===== src/rtl/regfile_write_sched.sv =====
// rtl/regfile_write_sched.sv - register-file write-port scheduler with init sequencing and starvation stall
module regfile_write_sched #(
    parameter logic [3:0]  SP_REG       = 4'hF,
    parameter logic [15:0] SP_INIT      = 16'hFFFF,
    parameter bit          INIT_CLEAR   = 1'b1,
    parameter int unsigned STARVE_LIMIT = 4
) (
    input  logic        clk,
    input  logic        rst,
    input  logic        wb_we,
    input  logic [3:0]  wb_reg,
    input  logic [15:0] wb_data,
    input  logic        sp_req,
    input  logic [15:0] sp_data,
    output logic        sp_ack,
    input  logic        cfg_req,
    input  logic [3:0]  cfg_reg,
    input  logic [15:0] cfg_data,
    output logic        cfg_ack,
    output logic        RegWrite,
    output logic [3:0]  WriteReg,
    output logic [15:0] WriteData,
    output logic        init_busy,
    output logic        stall_req
);

    localparam logic [1:0] ST_INIT_CLR = 2'd0;
    localparam logic [1:0] ST_INIT_SP  = 2'd1;
    localparam logic [1:0] ST_RUN      = 2'd2;
    // Without the clear phase, reset lands directly on the SP load.
    localparam logic [1:0] ST_START    = INIT_CLEAR ? ST_INIT_CLR : ST_INIT_SP;

    localparam logic [3:0] CLR_LAST = 4'd14;
    localparam logic [3:0] LIMIT    = 4'(STARVE_LIMIT);

    // last_lo encoding: which low-priority requester was granted most recently
    localparam logic LAST_SP  = 1'b0;
    localparam logic LAST_CFG = 1'b1;

    logic [1:0] state_q, state_d;
    logic [3:0] clr_idx_q, clr_idx_d;
    logic       last_lo_q, last_lo_d;
    logic [3:0] starve_cnt_q, starve_cnt_d;
    logic       stall_req_q, stall_req_d;

    logic gnt_sp;
    logic gnt_cfg;

    // Write-port mux and arbitration; everything is forced idle while reset is held.
    always_comb begin
        gnt_sp    = 1'b0;
        gnt_cfg   = 1'b0;
        RegWrite  = 1'b0;
        WriteReg  = 4'd0;
        WriteData = 16'd0;
        init_busy = 1'b1;
        if (rst) begin
            case (state_q)
                ST_INIT_CLR: begin
                    RegWrite = 1'b1;
                    WriteReg = clr_idx_q;
                end
                ST_INIT_SP: begin
                    RegWrite  = 1'b1;
                    WriteReg  = SP_REG;
                    WriteData = SP_INIT;
                end
                ST_RUN: begin
                    init_busy = 1'b0;
                    if (wb_we) begin
                        RegWrite  = 1'b1;
                        WriteReg  = wb_reg;
                        WriteData = wb_data;
                    end else begin
                        if (sp_req && cfg_req) begin
                            gnt_sp  = (last_lo_q == LAST_CFG);
                            gnt_cfg = (last_lo_q == LAST_SP);
                        end else begin
                            gnt_sp  = sp_req;
                            gnt_cfg = cfg_req;
                        end
                        if (gnt_sp) begin
                            RegWrite  = 1'b1;
                            WriteReg  = SP_REG;
                            WriteData = sp_data;
                        end else if (gnt_cfg) begin
                            RegWrite  = 1'b1;
                            WriteReg  = cfg_reg;
                            WriteData = cfg_data;
                        end
                    end
                end
                default: begin
                    RegWrite = 1'b0;
                end
            endcase
        end
    end

    assign sp_ack    = gnt_sp;
    assign cfg_ack   = gnt_cfg;
    assign stall_req = stall_req_q;

    // Next-state for the init sequencer, round-robin pointer and starvation tracking.
    always_comb begin
        state_d      = state_q;
        clr_idx_d    = clr_idx_q;
        last_lo_d    = last_lo_q;
        starve_cnt_d = starve_cnt_q;
        stall_req_d  = stall_req_q;

        case (state_q)
            ST_INIT_CLR: begin
                if (clr_idx_q == CLR_LAST) begin
                    clr_idx_d = 4'd0;
                    state_d   = ST_INIT_SP;
                end else begin
                    clr_idx_d = clr_idx_q + 4'd1;
                end
            end
            ST_INIT_SP: state_d = ST_RUN;
            ST_RUN:     state_d = ST_RUN;
            default:    state_d = ST_START;
        endcase

        if (gnt_sp) begin
            last_lo_d = LAST_SP;
        end else if (gnt_cfg) begin
            last_lo_d = LAST_CFG;
        end

        if (gnt_sp || gnt_cfg || !(sp_req || cfg_req)) begin
            starve_cnt_d = 4'd0;
        end else if ((state_q == ST_RUN) && wb_we && (starve_cnt_q != LIMIT)) begin
            starve_cnt_d = starve_cnt_q + 4'd1;
        end

        // A served low-priority write releases the bubble; otherwise it latches on reaching the limit.
        if (gnt_sp || gnt_cfg) begin
            stall_req_d = 1'b0;
        end else if (starve_cnt_d == LIMIT) begin
            stall_req_d = 1'b1;
        end
    end

    // State registers with asynchronous active-low reset.
    always_ff @(posedge clk or negedge rst) begin
        if (!rst) begin
            state_q      <= ST_START;
            clr_idx_q    <= 4'd0;
            last_lo_q    <= LAST_CFG;
            starve_cnt_q <= 4'd0;
            stall_req_q  <= 1'b0;
        end else begin
            state_q      <= state_d;
            clr_idx_q    <= clr_idx_d;
            last_lo_q    <= last_lo_d;
            starve_cnt_q <= starve_cnt_d;
            stall_req_q  <= stall_req_d;
        end
    end

endmodule


===== config.mk =====
export PLATFORM = sky130hd
export DESIGN_NAME = regfile_write_sched
export DESIGN_NICKNAME = d
export VERILOG_FILES = /design/src/rtl/regfile_write_sched.sv
export SDC_FILE = /design/constraint.sdc
export NUM_CORES = 1
export LEC_CHECK = 0
export CORE_UTILIZATION = 40
export CTS_CLUSTER_SIZE = 12
export DETAILED_ROUTE_END_ITERATION = 8
export GPL_TIMING_DRIVEN = 0
export PLACE_DENSITY = 0.86
export REMOVE_ABC_BUFFERS = 1
export SYNTH_ARGS = -nofsm -noshare
export SYNTH_HDL_FRONTEND = slang
export SYNTH_SLANG_ARGS = --single-unit

===== constraint.sdc =====
create_clock -name clk -period 3.92 [get_ports clk]
set_clock_uncertainty 0.15 [all_clocks]
set_input_delay 0.588 -clock clk [delete_from_list [all_inputs] [get_ports clk]]
set_output_delay 0.588 -clock clk [all_outputs]
set_load 0.005 [all_outputs]

==> results by group, run 1 <==
CTS
  • CTS clk-pin slew, worst paths: ~0.070 ns
  • Root Driver: clkbuf_4
  • Clock Sink Count: 12
  • Worst-Skew Late Latency: roughly 0.28 ns
  • Worst-case clock buffer depth: 2
  • Post-CTS Repair Setup Buffers: 0
  • CTS buffer count: 3
  • CTS H-tree lvls: 1
  • Cts hold-fix bufs: 0
  • Resize count post-CTS: 0
  • CTS tree: done

Synth
  • #FFs+latches synth: 12
  • Main synth FF type: dfrtp_1
  • Cell accounting for the most synthesized area: dfrtp_1
  • Largest cells by area after synthesis: dfrtp_1 (20%), a21o_1 (9.3%), a22oi_2 (8.2%), nand2_1 (7.6%), o21ai_1 (6.9%)
  • Async S/R FF share, synth: 1.000
  • Register area share after synthesis: 0.2193
  • Post-synth top area share: 0.2002
  • Synthesized area: approximately 0.0014 mm2
  • Synth cell count leaders: nand2_1 (28), o21ai_1 (19), a21o_1 (17), a21oi_1 (11), dfrtp_1 (11)
  • Number of synthesized flops with an enable pin: 0
  • Post-Synthesis Cells: between 150 and 200
  • Syn Area/Cell: just under 8 um2
  • Yosys warns: 0
  • Most common cell in the synthesized netlist: nand2_1
  • Synth unique cells: 37

Placed design
  • RD Place Congestion: between 0.7 and 0.8
  • Post-DP HPWL: 3159 um
  • PortBufs: 85
  • Cell Count Post-Placement: approximately 290
  • Pre-CTS setup slack: 0.01162 ns

Critical path
  • CP max stage delay: just under 0.7 ns
  • Reg-to-reg setup timing slack: just over 2 ns
  • R2R cell count: 7
  • Worst r2r src: state_q[0]
  • Worst Path Arrival: about 2.9 ns
  • CP bufs+invs: 2
  • CP max stage cell: a21boi_4
  • Startpoint Class: primary input
  • R2r endpoint: stall_req
  • CP required: about 3.2 ns
  • Crit-path cells: clkdlybuf4s50_1 -> a21boi_4 -> a22oi_1 -> o21ai_1 -> a21o_1 -> clkdlybuf4s50_1
  • WS Path Type: primary input to output pin
  • Family with the most delay on the worst path: compound AO/OA/AOI/OAI gates
  • Critical Path Fanout Max: 21
  • CP endpoint kind: output pin
  • Most used cell, CP: clkdlybuf4s50_1

Hold path
  • Hold depth: 2
  • Worst hold path endpoint: stall_req
  • Worst Hold Launch: stall_req
  • Class of the worst hold path: register to register

Detailed routing
  • Antenna viol nets, final: 0
  • Pre-Repair DR Iteration Count: 4
  • Via count: ~1,600
  • Number of DRC markers in iteration 0: ~90
  • Total length of routed wires: approximately 4100 um
  • Drc violations: 0
  • Wire per inst: 14.01 um
  • Vias per cell: around 5.3

Power
  • Maximum vdd drop: ~0.20 mV
  • Total power: around 0.45 mW
  • Part of the power in registers: 0.320
  • Switching share of power: 0.3135
  • Internal power: ~0.3 mW
  • Leakage power: ~0.98 nW
  • Sw Pwr: ~0.14 mW
  • Gate power share: 0.498
  • Clock power frac: 0.182
  • Power density over the cells: 202.1 mW/mm2

Global route
  • Largest net degree at the start of global routing: ~40
  • First-pass GRT wire length: 6244 um
  • Grt ovf: 0
  • Vias in the first global route: 1,418
  • Initial antenna violation count: 0
  • Gr usage total: 0.2221

Job
  • Max cap viols: 0

STA
  • Fmax: about 280 MHz
  • Final Max Tran Viols: 0
  • Final-report hold violation count: 0
  • Worst slew pin tran: ~1.3 ns
  • Final worst slack: 0.3014 ns
  • Tmin final: ~3.6 ns
  • RSZ-0062 raised after global routing: no
  • Worst relative slew slack: 0.1486
  • Total Neg Setup Slack: 0 ns
  • Part of the cycle the worst path needs: 0.9231
  • Final setup vio count: 0

Layout
  • Antenna Cells: 0
  • Nets: roughly 320
  • Fin util: 0.6992
  • Area delta synth->final: 60.33%
  • Final std cells w/o fill: slightly below 300
  • Layout cells sized above 1: 0.07968

Floorplan
  • Row count: 20
  • Initial Util: 0.4361
  • Die Wd: just over 60 um
  • Die Y: 60.63 um
  • Die area: 0.003676 mm2
  • I/O Pins: 86
  • Core Area: 0.003153 mm2

Status
  • Outcome: finished clean
worst max path at each step:
stage / start / cells past startpoint / end / slack [ns]
2_1_floorplan: last_lo_q / 5 / WriteData[0] / 1.69
3_3_place_gp: wb_we / 6 / WriteReg[0] / 0.03
3_5_place_dp: wb_we / 6 / WriteReg[0] / 0.01
4_1_cts: wb_we / 6 / WriteReg[0] / 0.01
5_1_grt: rst / 4 / WriteData[14] / 0.15
6_report: cfg_req / 6 / WriteData[5] / 0.30
cells in the final DEF, fill, tap and decap left out, types with 2 or more instances in the layout:
cell,count
a21oi_1,11
dfrtp_1,11
nand2_1,28
clkdlybuf4s50_1,84
ha_1,6
o21ai_1,19
o221ai_1,2
o211ai_1,3
o21ai_0,6
a22oi_2,9
nor2_1,9
nand2b_1,2
clkbuf_4,3
and3_1,2
a21boi_4,2
nand3_1,3
a211o_1,2
a21o_1,17
mux2i_1,3
inv_1,8
a22oi_1,7
worst reg2reg max path, cell delays in order (launching register included):
cell,delay (ns)
dfrtp_1,0.40
inv_1,0.11
ha_1,0.39
nand2_1,0.10
a21o_1,0.24
xnor2_1,0.14
o21ai_0,0.17
o21ai_1,0.09
power groups by stage:
| stage | clock (mW) | combinational, mW | sequential (mW) |
|---|---|---|---|
| 2_1_floorplan | 0 | 0.0971 | 0.143 |
| 5_1_grt | 0.0887 | 0.242 | 0.143 |
| 4_1_cts | 0.0857 | 0.224 | 0.142 |
| 6_report | 0.0813 | 0.222 | 0.142 |
| 3_5_place_dp | 0 | 0.224 | 0.145 |
| 3_3_place_gp | 0 | 0.219 | 0.144 |
layer usage:
layer	track usage	vias up	routed length (um)
li1	-	783	-
met1	0.2427	716	1680
met2	0.4160	57	1965
met3	0.05117	7	424
met4	0.08117	0	62
met5	0	-	0
metrics by stage:
step	cell area, um2	hold slack [ns]
after floorplan	1270	0.1424
after global placement	2176	0.3594
after detailed placement	2176	0.3747
after CTS	2202	0.3881
after global routing	2205	0.4403
final	2205	0.3818
flip-flops by register name, indices dropped and copies added, names as in the netlist:
register and flops:
clr_idx_q 4, last_lo_q 1, stall_req 1, starve_cnt_q 4, state_q 2
cell type report:
cell class / count / area, um2
multi-input combinational: 141 / 934.6
tap: 44 / 55.05
sequential: 12 / 301.5
timing repair buffer: 85 / 853.3
clock buffer: 4 / 26.28
inverter: 9 / 33.78
fill: 260 / 948.4
kinds of logic after synthesis:
logic type / after synthesis / synth area share
AOI/OAI and AO/OA: 80 / 0.4277
and+or+nand+nor: 51 / 0.1692
buffers and inverters: 24 / 0.1010
DFF: 12 / 0.2193
adders and majority gates: 6 / 0.05459
muxes: 3 / 0.02184
xor gates and xnor gates: 1 / 0.006371
(Power assumes the default switching activity.)
==> run 2, diff against run 1 <==
Settings changed: MAX_ROUTING_LAYER from default to met4.
==> results by group, run 2 (same netlist as run 1, synthesis figures left out) <==
Power
  • Part of the power in registers: 0.320 (about the same)
  • Maximum vdd drop: 0.1984 mV (+0.31%)
  • Sw Pwr: 0.1404 mW (+0.53%)
  • Switching share of power: 0.3147 (+0.001157)
  • Power density over the cells: 202.4 mW/mm2 (+0.16%)
  • Leakage power: 0.9834 nW (unchanged)
  • Clock power frac: 0.184 (+0.002)
  • Internal power: 0.3058 mW (about the same)
  • Gate power share: 0.497 (about the same)

Detailed routing
  • Drc violations: 0 (unchanged)
  • Via count: 1,556 (-0.45%)
  • Number of DRC markers in iteration 0: 92 (+1.1%)
  • Wire per inst: 14.04 um (+0.24%)
  • Vias per cell: 5.275 (-0.45%)
  • Antenna viol nets, final: 0 (unchanged)
  • Pre-Repair DR Iteration Count: 4 (unchanged)
  • Total length of routed wires: 4143 um (+0.24%)

Placed design
  • Post-DP HPWL: 3159 um (unchanged)
  • RD Place Congestion: 0.8106 (+1.4%)
  • PortBufs: 85 (unchanged)
  • Post-place instance area: 0.002176 mm2 (unchanged)

Floorplan
  • Die Wd: 60.63 um (unchanged)
  • Core Area: 0.003153 mm2 (unchanged)
  • Die area: 0.003676 mm2 (unchanged)
  • I/O Pins: 86 (unchanged)
  • Initial Util: 0.4361 (unchanged)
  • Die Y: 60.63 um (unchanged)
  • Row count: 20 (unchanged)

Critical path
  • R2r endpoint: stall_req
  • WS Path Type: primary input to output pin
  • Critical Path Fanout Max: 21 (unchanged)
  • Startpoint Class: primary input
  • CP required: 3.18 ns (about the same)
  • Worst r2r src: state_q[0]
  • Reg-to-reg setup timing slack: 2.01 ns (about the same)
  • Worst Path Arrival: 2.88 ns (about the same)
  • R2R cell count: 7 (unchanged)
  • CP endpoint kind: output pin
  • CP startpoint: cfg_req

Layout
  • Design Area, Final: 0.002205 mm2 (unchanged)
  • Fin util: 0.6992 (unchanged)
  • Antenna Cells: 0 (unchanged)
  • Top Registers: clr_idx_q: 4 flops, starve_cnt_q: 4 flops, state_q: 2 flops
  • Fill count: 260 (unchanged)
  • Storage cell area: 301.5 um2 (unchanged)
  • Most common cell after layout, fill and taps aside: clkdlybuf4s50_1
  • Layout cells sized above 1: 0.07968 (unchanged)
  • Commonest cells after routing, fill and taps aside: clkdlybuf4s50_1 (84), nand2_1 (28), o21ai_1 (19)
  • Nets: 319 (unchanged)
  • Area delta synth->final: 60.33% (unchanged)
  • Multi-input gate area: 934.6 um2 (unchanged)

STA
  • RSZ-0062 raised after global routing: no
  • Worst slew pin tran: 1.276 ns (+0.0007829 ns)
  • Final Max Tran Viols: 0 (unchanged)
  • Final-report hold violation count: 0 (unchanged)
  • Total Neg Setup Slack: 0 ns (unchanged)
  • Final setup vio count: 0 (unchanged)
  • Part of the cycle the worst path needs: 0.9228 (about the same)
  • Tmin final: 3.617 ns (-0.001141 ns)
  • Worst relative slew slack: 0.1481 (-0.0005230)
  • Fmax: 276.4 MHz (about the same)

CTS
  • Worst-case clock buffer depth: 2 (unchanged)
  • CTS buffer count: 3 (unchanged)
  • CTS tree: done
  • CTS clk-pin slew, worst paths: 0.07 ns (about the same)
  • CTS H-tree lvls: 1 (unchanged)
  • Root Driver: clkbuf_4
  • Clock Sink Count: 12 (unchanged)
  • Worst-Skew Late Latency: 0.28 ns (about the same)

Hold path
  • Worst hold path endpoint: stall_req
  • Worst Hold Launch: stall_req
  • Class of the worst hold path: register to register
  • Hold depth: 2 (unchanged)

Global route
  • Grt ovf: 0 (unchanged)
  • Initial antenna violation count: 0 (unchanged)
  • Gr usage total: 0.2288 (+0.006698)
  • Largest net degree at the start of global routing: 41 (unchanged)
  • Vias in the first global route: 1,419 (+0.071%)
  • First-pass GRT wire length: 6230 um (-0.22%)

Status
  • Outcome: finished clean

Job
  • Max cap viols: 0 (unchanged)
-- run 2: cell counts in the layout (fill, tap and decap cells not counted) --
No cell type changed its count.
-- run 2: worst max path at each step --
stage	slack, ns	to	cells past startpoint
3_5_place_dp	0.01	WriteReg[0]	6
3_3_place_gp	0.03	WriteReg[0]	6
4_1_cts	0.01	WriteReg[0]	6
6_report	0.30	WriteData[5]	6
5_1_grt	0.15	WriteData[14]	4
2_1_floorplan	1.69	WriteData[0]	5
-- run 2: cell type report --
type,count,share of cell area
multi-input combinational,141,0.4240
timing repair buffer,85,0.3871
sequential,12,0.1368
tap,44,0.02497
inverter,9,0.01532
clock buffer,4,0.01192
-- run 2: metal layers --
layer / wire, um / vias to the layer above / global-route usage
met4: 62 / 0 / 0.08117
li1: - / 784 / -
met1: 1690 / 710 / 0.2414
met2: 1957 / 54 / 0.4160
met5: 0 / - / -
met3: 432 / 8 / 0.05117
-- run 2: what timing repair did --
action / in CTS / in global routing
endpoints found under the setup margin: 0 / 6
setup buffers: 0 / 0
hold buffers: 0 / 0
gates resized for setup: 0 / 1
-- run 2: power by group through the flow --
stage	Clock, mW	Combinational (mW)	Sequential (mW)
3_3_place_gp	0	0.219	0.144
6_report	0.0819	0.222	0.143
4_1_cts	0.0857	0.224	0.142
3_5_place_dp	0	0.224	0.145
5_1_grt	0.0887	0.242	0.143
2_1_floorplan	0	0.0971	0.143
-- run 2: through the flow --
step	std cells	total power, mW	hold WS, ns	setup WS [ns]
after floorplan	162	0.2403	0.1424	1.692
after global placement	291	0.3627	0.3594	0.02910
after detailed placement	291	0.3682	0.3747	0.01162
after CTS	295	0.4523	0.3881	0.01124
after global routing	295	0.4737	0.4403	0.1513
final	295	0.4463	0.3828	0.3026
-- run 2: worst max-delay path: stages --
cell and delay, ns:
clkdlybuf4s50_1 0.61, a21boi_4 0.68, a22oi_1 0.19, o21ai_1 0.17, a21o_1 0.14, clkdlybuf4s50_1 0.50
